<file path="src/rtl/daisy_chain_pkg.sv">
`default_nettype none
// ============================================================================
//  Module      : daisy_chain_pkg
//  Description : Shared types and default settings for the daisy-chain master
//                and the slave blocks of the chain.
//  Revision    : 1.0 - initial release
// ============================================================================
package daisy_chain_pkg;

    typedef enum logic [2:0] {
        ST_IDLE   = 3'd0,
        ST_SEND   = 3'd1,
        ST_WAIT   = 3'd2,
        ST_RECV   = 3'd3,
        ST_FINISH = 3'd4
    } state_t;

    localparam int c_n_slaves_default = 2;
    localparam int c_clk_div_default  = 4;
    localparam int c_timeout_default  = 64;

    // Counter width covering 8*n_slaves bits and the 8-bit timeout range,
    // so the shared frame counter can never wrap.
    function automatic int cnt_width(input int n_slaves);
        int w;
        w = 1;
        while ((1 << w) <= (8 * n_slaves)) w = w + 1;
        if (w < 8) w = 8;
        return w;
    endfunction

endpackage
`default_nettype wire

</file>
<file path="src/rtl/daisy_chain_sclk_gen.sv">
`default_nettype none
// ============================================================================
//  Module      : daisy_chain_sclk_gen
//  Description : Serial clock divider. While en is high sclk toggles every
//                CLK_DIV clk cycles; rise_tick/fall_tick flag the clk cycle
//                whose closing edge makes sclk rise/fall. Held low and
//                restarted from zero whenever en is low.
//  Revision    : 1.0 - initial release
// ============================================================================
module daisy_chain_sclk_gen
    import daisy_chain_pkg::*;
#(
    parameter int CLK_DIV = c_clk_div_default
) (
    input  logic clk,
    input  logic rst,
    input  logic en,
    output logic sclk,
    output logic rise_tick,
    output logic fall_tick
);

    localparam logic [7:0] c_div_last = 8'(CLK_DIV - 1);

    logic [7:0] r_div_cnt;
    logic       r_sclk;
    logic       w_half;

    assign w_half    = en && (r_div_cnt == c_div_last);
    assign rise_tick = w_half && !r_sclk;
    assign fall_tick = w_half && r_sclk;
    assign sclk      = r_sclk;

    // Half-period counter and sclk toggle; disabled means low and restarted.
    always_ff @(posedge clk or posedge rst) begin
        if (rst) begin
            r_div_cnt <= 8'd0;
            r_sclk    <= 1'b0;
        end else if (!en) begin
            r_div_cnt <= 8'd0;
            r_sclk    <= 1'b0;
        end else if (w_half) begin
            r_div_cnt <= 8'd0;
            r_sclk    <= ~r_sclk;
        end else begin
            r_div_cnt <= r_div_cnt + 8'd1;
        end
    end

endmodule
`default_nettype wire

</file>
<file path="src/rtl/daisy_chain_master.sv">
`default_nettype none
// ============================================================================
//  Module      : daisy_chain_master
//  Description : Master for a chain of 8-bit shift-register slaves. Shifts a
//                frame out LSB-first (byte 0 first), waits for the chain to
//                report readiness, then reads back one byte from the last
//                slave. Aborts with a timeout pulse if readiness never comes.
//  Revision    : 1.0 - initial release
// ============================================================================
module daisy_chain_master
    import daisy_chain_pkg::*;
#(
    parameter int N_SLAVES = c_n_slaves_default,
    parameter int CLK_DIV  = c_clk_div_default,
    parameter int TIMEOUT  = c_timeout_default
) (
    input  logic                  clk,
    input  logic                  rst,
    input  logic                  newd,
    input  logic [8*N_SLAVES-1:0] din,
    output logic                  sclk,
    output logic                  cs,
    output logic                  mosi,
    input  logic                  miso,
    input  logic                  chain_ready,
    output logic [7:0]            dout,
    output logic                  busy,
    output logic                  done,
    output logic                  timeout
);

    localparam int c_bits  = 8 * N_SLAVES;
    localparam int c_cnt_w = cnt_width(N_SLAVES);

    localparam logic [c_cnt_w-1:0] c_bits_cnt  = c_cnt_w'(c_bits);
    localparam logic [c_cnt_w-1:0] c_tmo_cnt   = c_cnt_w'(TIMEOUT);
    localparam logic [c_cnt_w-1:0] c_recv_last = c_cnt_w'(7);

    state_t               r_state;
    state_t               w_state_nxt;
    logic                 w_en;
    logic                 w_rise;
    logic                 w_fall;
    logic                 w_count;
    logic [c_cnt_w-1:0]   r_cnt;
    logic [c_bits-1:0]    r_tx_sr;
    logic [7:0]           r_rx_sr;
    logic [7:0]           r_dout;
    logic                 r_cs;
    logic                 r_mosi;
    logic                 r_done;
    logic                 r_timeout;
    logic                 r_to_flag;

    // sclk only runs in the three shifting states.
    assign w_en = (r_state == ST_SEND) || (r_state == ST_WAIT) || (r_state == ST_RECV);

    daisy_chain_sclk_gen #(
        .CLK_DIV (CLK_DIV)
    ) u_sclk_gen (
        .clk       (clk),
        .rst       (rst),
        .en        (w_en),
        .sclk      (sclk),
        .rise_tick (w_rise),
        .fall_tick (w_fall)
    );

    assign cs      = r_cs;
    assign mosi    = r_mosi;
    assign dout    = r_dout;
    assign done    = r_done;
    assign timeout = r_timeout;
    assign busy    = (r_state != ST_IDLE);

    // Next-state and counter-advance decode. Leaving SEND/WAIT/RECV always
    // happens on a falling tick (except WAIT->RECV) so sclk ends low.
    always_comb begin
        w_state_nxt = r_state;
        w_count     = 1'b0;
        case (r_state)
            ST_IDLE: begin
                if (newd) w_state_nxt = ST_SEND;
            end
            ST_SEND: begin
                w_count = w_rise;
                if (w_fall && (r_cnt == c_bits_cnt)) w_state_nxt = ST_WAIT;
            end
            ST_WAIT: begin
                w_count = w_rise;
                if (w_rise && chain_ready) w_state_nxt = ST_RECV;
                else if (w_fall && (r_cnt == c_tmo_cnt)) w_state_nxt = ST_FINISH;
            end
            ST_RECV: begin
                w_count = w_fall;
                if (w_fall && (r_cnt == c_recv_last)) w_state_nxt = ST_FINISH;
            end
            ST_FINISH: begin
                w_state_nxt = ST_IDLE;
            end
            default: begin
                w_state_nxt = ST_IDLE;
            end
        endcase
    end

    // State register.
    always_ff @(posedge clk or posedge rst) begin
        if (rst) r_state <= ST_IDLE;
        else     r_state <= w_state_nxt;
    end

    // Frame datapath: edge counter, shift registers, cs/mosi and result pulses.
    always_ff @(posedge clk or posedge rst) begin
        if (rst) begin
            r_cnt     <= '0;
            r_tx_sr   <= '0;
            r_rx_sr   <= 8'd0;
            r_dout    <= 8'd0;
            r_cs      <= 1'b1;
            r_mosi    <= 1'b0;
            r_done    <= 1'b0;
            r_timeout <= 1'b0;
            r_to_flag <= 1'b0;
        end else begin
            r_done    <= 1'b0;
            r_timeout <= 1'b0;
            if (w_state_nxt != r_state) r_cnt <= '0;
            else if (w_count)           r_cnt <= r_cnt + 1'b1;
            case (r_state)
                ST_IDLE: begin
                    if (newd) begin
                        r_tx_sr   <= {1'b0, din[c_bits-1:1]};
                        r_mosi    <= din[0];
                        r_cs      <= 1'b0;
                        r_to_flag <= 1'b0;
                    end
                end
                ST_SEND: begin
                    if (w_fall) begin
                        if (r_cnt == c_bits_cnt) begin
                            r_mosi <= 1'b0;
                        end else begin
                            r_mosi  <= r_tx_sr[0];
                            r_tx_sr <= {1'b0, r_tx_sr[c_bits-1:1]};
                        end
                    end
                end
                ST_WAIT: begin
                    if (w_state_nxt == ST_FINISH) r_to_flag <= 1'b1;
                end
                ST_RECV: begin
                    if (w_fall) r_rx_sr <= {miso, r_rx_sr[7:1]};
                end
                ST_FINISH: begin
                    r_cs <= 1'b1;
                    if (r_to_flag) begin
                        r_timeout <= 1'b1;
                    end else begin
                        r_done <= 1'b1;
                        r_dout <= r_rx_sr;
                    end
                end
                default: begin
                end
            endcase
        end
    end

endmodule
`default_nettype wire

</file>
<file path="config.mk">
export PLATFORM = sky130hd
export DESIGN_NAME = daisy_chain_master
export DESIGN_NICKNAME = d
export VERILOG_FILES = /design/src/rtl/daisy_chain_pkg.sv /design/src/rtl/daisy_chain_sclk_gen.sv /design/src/rtl/daisy_chain_master.sv
export SDC_FILE = /design/constraint.sdc
export NUM_CORES = 1
export LEC_CHECK = 0
export CAP_MARGIN = 20
export CORE_ASPECT_RATIO = 1.25
export CORE_UTILIZATION = 50
export CTS_CLUSTER_SIZE = 25
export DETAILED_ROUTE_END_ITERATION = 7
export PLACE_DENSITY = 0.84
export SYNTH_ARGS = -nofsm -noshare
export SYNTH_HDL_FRONTEND = slang
export SYNTH_SLANG_ARGS = --single-unit
</file>
<file path="constraint.sdc">
create_clock -name clk -period 2.5 [get_ports clk]
set_input_delay 0.5 -clock clk [delete_from_list [all_inputs] [get_ports clk]]
set_output_delay 0.5 -clock clk [all_outputs]
set_load 0.005 [all_outputs]
</file>
=== After elaboration in Yosys (flattened, before gate mapping) ===
Index checks and enable logic that the tools add are counted.

* Word-level logic and storage cells: 83
* Bits in latches: 0
* Memories: 0
* Memory bits (writable): 0
* Bits of input ports: 21
* Output and inout port bits: 14
* Bits in read-only memories: 0
* Register bits: 57

* Shift-type cells: 0
* Div/mod/pow operators: 0
* Equal/unequal tests: 15
* Muxes and demuxes: 29
* $lt $le $gt $ge: 0
* Multipliers: 0
* Bitwise logic cells: 2
* Reduce and logical (&&, ||, !) cells: 23
* Add/subtract/negate cells: 2

{| class="wikitable"
|+ Operators by type and width
! operator !! number
|-
| 2-to-1 mux 16 bit || 3
|-
| 2-to-1 mux 8 bit || 4
|-
| one-hot mux 16 bit (2 select lines) || 1
|-
| adder 8 x 1 -> 8 bit, second input constant || 2
|-
| 2-to-1 mux 3 bit || 5
|-
| one-hot mux 3 bit (4 select lines) || 1
|-
| 2-to-1 mux 1 bit || 11
|-
| equality test 8 x 2 -> 1 bit, second input constant || 1
|-
| equality test 8 x 3 -> 1 bit, second input constant || 1
|-
| equality test 8 x 5 -> 1 bit, second input constant || 1
|-
| equality test 8 x 7 -> 1 bit, second input constant || 1
|-
| != test 2 bit, second input constant || 4
|-
| one-hot mux 1 bit (2 select lines) || 4
|-
| nonzero test 2 bit || 4
|-
| logical AND 1 bit || 7
|-
| equality test 3 x 2 -> 1 bit, second input constant || 2
|-
| equality test 3 bit, second input constant || 2
|-
| AND reduction 2 bit || 3
|-
| AND reduction 3 bit || 2
|-
| AND reduction 4 bit || 1
|-
| equality test 3 x 1 -> 1 bit, second input constant || 1
|-
| zero test 3 bit || 1
|-
| != test 3 bit || 1
|-
| nonzero test 3 bit || 1
|-
| other kinds (5) || 7
|}

=== Longest topological paths before layout ===
Gate-level depths: netlist (run 1).

* Depth after elaboration: 12
* Mapped depth: 9
* Depth with buffers taken out: 8

=== Hierarchy ===
A second synthesis (run 1) with hierarchy kept.

* Cell total of the unflattened synthesis: 266
* Area, all modules: 2688.8 um^2

{| class="wikitable"
|+ Modules (own cells, without submodules)
! module !! sequential area each (um^2) !! cells an instance !! area an instance (um^2) !! instances
|-
| daisy_chain_master || 1177.4 || 220 || 2247.2 || 1
|-
| daisy_chain_sclk_gen || 225.2 || 46 || 441.7 || 1
|}

=== Worst setup path after synthesis (run 1) ===
OpenSTA, ideal clock, no wires.

* Path kind: reg2reg
* From: register u_sclk_gen.r_div_cnt[0]
* To: register r_cnt[0]
* Period minus slack after synthesis: 2.103 ns
* Path slack: 0.397 ns
* Library setup time: 0.128 ns
* Data required time: 2.372 ns
* Buffers on the path: 0
* Data arrival time: 1.975 ns
* Cell stages (with the launch flop): 8
* Path through: dfrtp_1 -> ha_1 -> nor3b_1 -> nand4_2 -> or3_4 -> o21a_1 -> mux2i_4 -> nor2_1

* Longest elaborated chain between the ends: 9
* Elaborated cells between the ends (all ways): 17
* Those cells by class: eq/ne (2); mux (7); reduce/logical (8)

{| class="wikitable"
|+ Ends and longest elaborated chain
! item !! line !! text
|-
| from (decl) || daisy_chain_sclk_gen.sv:25 || <nowiki>logic [7:0] r_div_cnt;</nowiki>
|-
| from (signal assigned) || daisy_chain_sclk_gen.sv:46 || <nowiki>r_div_cnt <= r_div_cnt + 8'd1;</nowiki>
|-
| equality test 8 x 2 -> 1 bit * || daisy_chain_sclk_gen.sv:29 || <nowiki>assign w_half = en && (r_div_cnt == c_div_last);</nowiki>
|-
| logical AND 1 bit * || daisy_chain_sclk_gen.sv:29 ||
|-
| logical AND 1 bit || daisy_chain_sclk_gen.sv:31 || <nowiki>assign fall_tick = w_half && r_sclk;</nowiki>
|-
| logical AND 1 bit || daisy_chain_master.sv:92 || <nowiki>else if (w_fall && (r_cnt == c_tmo_cnt)) w_state_nxt = ST_FINISH;</nowiki>
|-
| 2-to-1 mux 3 bit || daisy_chain_master.sv:92 ||
|-
| 2-to-1 mux 3 bit || daisy_chain_master.sv:91 || <nowiki>if (w_rise && chain_ready) w_state_nxt = ST_RECV;</nowiki>
|-
| one-hot mux 3 bit (4 select lines) || daisy_chain_master.sv:81 || <nowiki>case (r_state)</nowiki>
|-
| != test 3 bit || daisy_chain_master.sv:128 || <nowiki>if (w_state_nxt != r_state) r_cnt <= '0;</nowiki>
|-
| 2-to-1 mux 8 bit / nonzero test 2 bit (equally long branches) || n/a ||
|-
| to (signal assigned) || daisy_chain_master.sv:129 || <nowiki>else if (w_count) r_cnt <= r_cnt + 1'b1;</nowiki>
|-
| to (decl) || daisy_chain_master.sv:45 || <nowiki>logic [c_cnt_w-1:0] r_cnt;</nowiki>
|}

Every way passes the cells marked *; elsewhere a longest branch is shown, timed or not.
A chain may end at the register's enable or synchronous reset.

=== Final worst setup path (run 1) ===
* From: register u_sclk_gen.r_div_cnt[0]
* To: register r_cnt[5]

The elaborated chain is that of the path after synthesis.

==> results of run 1 <==
[tightest hold or removal path, stage by stage, from the launching register on]
cell and delay, ns:
dfstp_2 0.38, nand2_1 0.05, nand2_1 0.05
[cell families (layout without fill, tap and decap cells)]
| family | after synthesis | in the layout | synth area share [%] |
|---|---|---|---|
| AOI/OAI and AO/OA | 29 | 29 | 6.253 |
| xor gates and xnor gates | 15 | 15 | 4.937 |
| adders and majority gates | 3 | 3 | 1.411 |
| buffers and inverters | 14 | 56 | 3.244 |
| DFF | 56 | 56 | 52.70 |
| muxes | 32 | 32 | 13.26 |
| and+or+nand+nor | 90 | 90 | 18.20 |
[cells in the final DEF, fill, tap and decap left out, types with 2 or more instances in the layout]
master / n
xnor2_1: 3
buf_4: 6
nor3b_1: 3
inv_1: 6
nor3_1: 2
clkbuf_1: 2
ha_1: 3
nand2_1: 13
mux2i_1: 15
clkdlybuf4s50_1: 34
nand4b_1: 3
nor2_1: 38
nor2_2: 2
nor4_1: 2
a31oi_1: 2
dfrtp_1: 55
and3_1: 5
a21oi_1: 17
xor2_1: 12
nand3_1: 6
nand4_1: 5
o21ai_0: 3
mux2_2: 16
clkbuf_8: 5
[metrics by stage]
step | hold WS [ns] | area (µm²) | util [%]
6_report | 0.4667 | 3177 | 62.09
5_1_grt | 0.4964 | 3177 | 62.09
4_1_cts | 0.4735 | 3169 | 61.95
3_5_place_dp | 0.4604 | 3088 | 60.36
3_3_place_gp | 0.4521 | 3088 | 60.36
2_1_floorplan | 0.4482 | 2661 | -
[state kept, by name, summed over array words and instances (netlist names), 3 cells and up]
signal                count
r_tx_sr                  15
dout                      8
r_cnt                     8
r_rx_sr                   8
u_sclk_gen.r_div_cnt      8
r_state                   3
[synth_stat cells]
library cell / n
dfrtp_1: 55
nor2_1: 38
a21oi_1: 17
mux2_2: 16
mux2i_1: 15
nand2_1: 13
xor2_1: 12
inv_1: 7
nand3_1: 6
and3_1: 5
nand4_1: 5
o21ai_0: 4
buf_2: 3
clkbuf_8: 3
ha_1: 3
nand4b_1: 3
nor3b_1: 3
xnor2_1: 3
a31oi_1: 2
nor2_2: 2
nor3_1: 2
nor4_1: 2
a21o_1: 1
a22oi_1: 1
and2_1: 1
and3_2: 1
clkbuf_1: 1
dfstp_2: 1
mux2i_4: 1
nand2b_4: 1
nand4_2: 1
nor2b_1: 1
nor3_2: 1
nor4_4: 1
nor4b_2: 1
o211a_1: 1
o21a_1: 1
o21ba_2: 1
o22ai_1: 1
or2_2: 1
or3_1: 1
or3_4: 1
[what timing repair did]
action / 4_1_cts / 5_1_grt
hold buffers: 0 / 0
setup endpoints to repair: 0 / 15
resized for setup: 0 / 1
setup buffers: 0 / 0
[power breakdown]
group	switching, mW	internal [mW]
clock network	0.274	0.197
registers	0.0102	0.922
logic	0.0320	0.0441
total	0.316	1.16
[final cells by class]
cell class / instances / area (µm²) / area share [%]
tap: 62 / 77.57 / 2.442
multi-input combinational: 169 / 1184 / 37.26
inverter: 7 / 26.28 / 0.8271
clock inverter: 1 / 5.005 / 0.1575
timing repair buffer: 41 / 405.4 / 12.76
sequential: 56 / 1403 / 44.15
clock buffer: 7 / 76.32 / 2.403
[routing by layer]
| layer | wire [µm] | part of all wire (%) | vias up |
|---|---|---|---|
| met2 | 2583 | 53 | 36 |
| met4 | 78 | 1.6 | 0 |
| met1 | 2078 | 42 | 909 |
| met5 | 0 | 0 | - |
| li1 | - | - | 901 |
| met3 | 159 | 3.2 | 5 |
[worst paths after layout]
path                       endpoint  slack [ns]  depth (start not counted)
max                        r_cnt[5]        0.15                          7
min                              cs        0.47                          2
max reg2reg                r_cnt[5]        0.15                          7
min reg2reg                      cs        0.47                          2
max in group asynchronous        cs        1.66                          3
min in group asynchronous   dout[0]        0.54                          3
==> results.py, run 1 <==
metrics = {
    "outcome": {
        "outcome": "completed",
    },
    "power": {
        "power_mw": 1.479,
        "power_density_nw_per_um2": 465.6,
        "irDropWorstVdd_uv": 387.4,
        "total_leakage_power_nw": 1.386,
    },
    "die": {
        "coreArea_um2": 5116,
        "rows": 29,
        "die_area_um2": 5620,
        "num_io_pins": 35,
        "die_y_um": 83.57,
        "start_util_pct": 52.02,
        "fp.dieW_um": 67.26,
    },
    "flow_run": {
        "max-cap-violations": 0,
    },
    "sta": {
        "finalSetupViolCount": 0,
        "setup_ws_ns": 0.1525,
        "tns_ns": 0,
        "slew_violations": 0,
        "finalClockSkew_ns": 0.009446,
        "hold_violations": 0,
        "worst_slew_pin_slew_ns": 0.6682,
        "period_share_pct": 93.90,
        "rsz0062_at_grt": "no",
        "clock.fmax_mhz": 426.0,
        "fin_crit_ns": 2.347,
        "slew_headroom_pct": 55.29,
    },
    "setup_path": {
        "cp-start-kind": "register",
        "slowest_stage": "or3_4",
        "slowest_delay_ns": 0.44,
        "cp_top_family": "simple AND/OR/NAND/NOR gates",
        "end_kind": "register",
        "crit_buf_inv": 0,
        "r2r_start": "u_sclk_gen.r_div_cnt[0]",
        "crit_fanout": 8,
        "cp_cell_sequence": "ha_1 -> nor3b_1 -> nand4_2 -> or3_4 -> o21a_1 -> mux2i_4 -> nor2_1",
        "crit_start": "u_sclk_gen.r_div_cnt[0]",
        "cp.required_ns": 2.69,
        "critPathArrivalTime_ns": 2.54,
        "crit_type": "register to register",
    },
    "logic_synthesis": {
        "seq_area_frac_synth_pct": 52.70,
        "yosys-top-cells-area": "dfrtp_1 52%, mux2_2 6.8%, mux2i_1 5.6%, nor2_1 5.4%, xor2_1 3.9%",
        "synth_top_area_share_pct": 51.72,
        "syn_area_per_cell_um2": 11.14,
        "syn_area_um2": 2661,
        "synth_seq_cells": 56,
        "synthDistinctLibCells": 42,
        "synth_top_area_cell": "dfrtp_1",
        "yosysWarnings": 0,
        "synthCells": 239,
        "syn-num-nets": 263,
    },
    "grt": {
        "gr-usage-all-layers_pct": 19.62,
        "grt-ovfl-total": 0,
        "met3_usage_pct": 3.415,
        "grt_pass1_vias": 1842,
        "antenna_found_initial": 0,
        "use_met1_pct": 26.10,
        "grt_start_max_net_pins": 57,
        "grt_pass1_wl_um": 8355,
        "use_met2_pct": 31.36,
        "busiest_layer": "met2",
    },
    "clock_tree": {
        "cts-root-buf": "clkbuf_8",
        "clk_latency_ns": 0.31,
        "ctsLongestPathBuffers": 2,
        "cts_tree": "done",
        "numCtsBuffers": 5,
        "clock-sinks": 56,
        "clk_pin_slew_ns": 0.09,
        "htree_levels": 2,
    },
    "detailed_routing": {
        "routed_via_density": 5.397,
        "dr_total_vias": 1851,
        "ant_nets": 0,
        "wl_um": 4899,
        "dr.pass1.iters": 4,
        "drt_drc_violations_left": 0,
        "drt_iter0_markers": 95,
        "avgRoutedWirePerCell_um": 14.28,
    },
    "cells_and_area": {
        "fillers": 378,
        "fin_cells": 343,
        "antennaDiodeCount": 0,
        "area_growth_pct": 19.37,
        "drive_gt1_share_pct": 15.66,
        "fin_nets": 304,
    },
    "placed_design": {
        "routabilityCongestion": 0.9077,
        "numPortBuffers": 34,
        "place_ws_ns": 0.1275,
        "hpwl_um": 3399,
        "placed_cells": 335,
    },
    "worst_hold_path": {
        "min_from": "cs",
        "min_path_type": "register to register",
    },
}
No activity file was read; power rests on OpenSTA's default activity.
==> run 2: changes to the inputs <==
--- a/config.mk
+++ b/config.mk
@@ -11,6 +11,7 @@
 export CTS_CLUSTER_SIZE = 25
 export DETAILED_ROUTE_END_ITERATION = 7
 export PLACE_DENSITY = 0.84
+export SKIP_LAST_GASP = 1
 export SYNTH_ARGS = -nofsm -noshare
 export SYNTH_HDL_FRONTEND = slang
 export SYNTH_SLANG_ARGS = --single-unit
==> results of run 2 <==
Same layout as run 1: the final DEF is identical, and so are final timing and power.
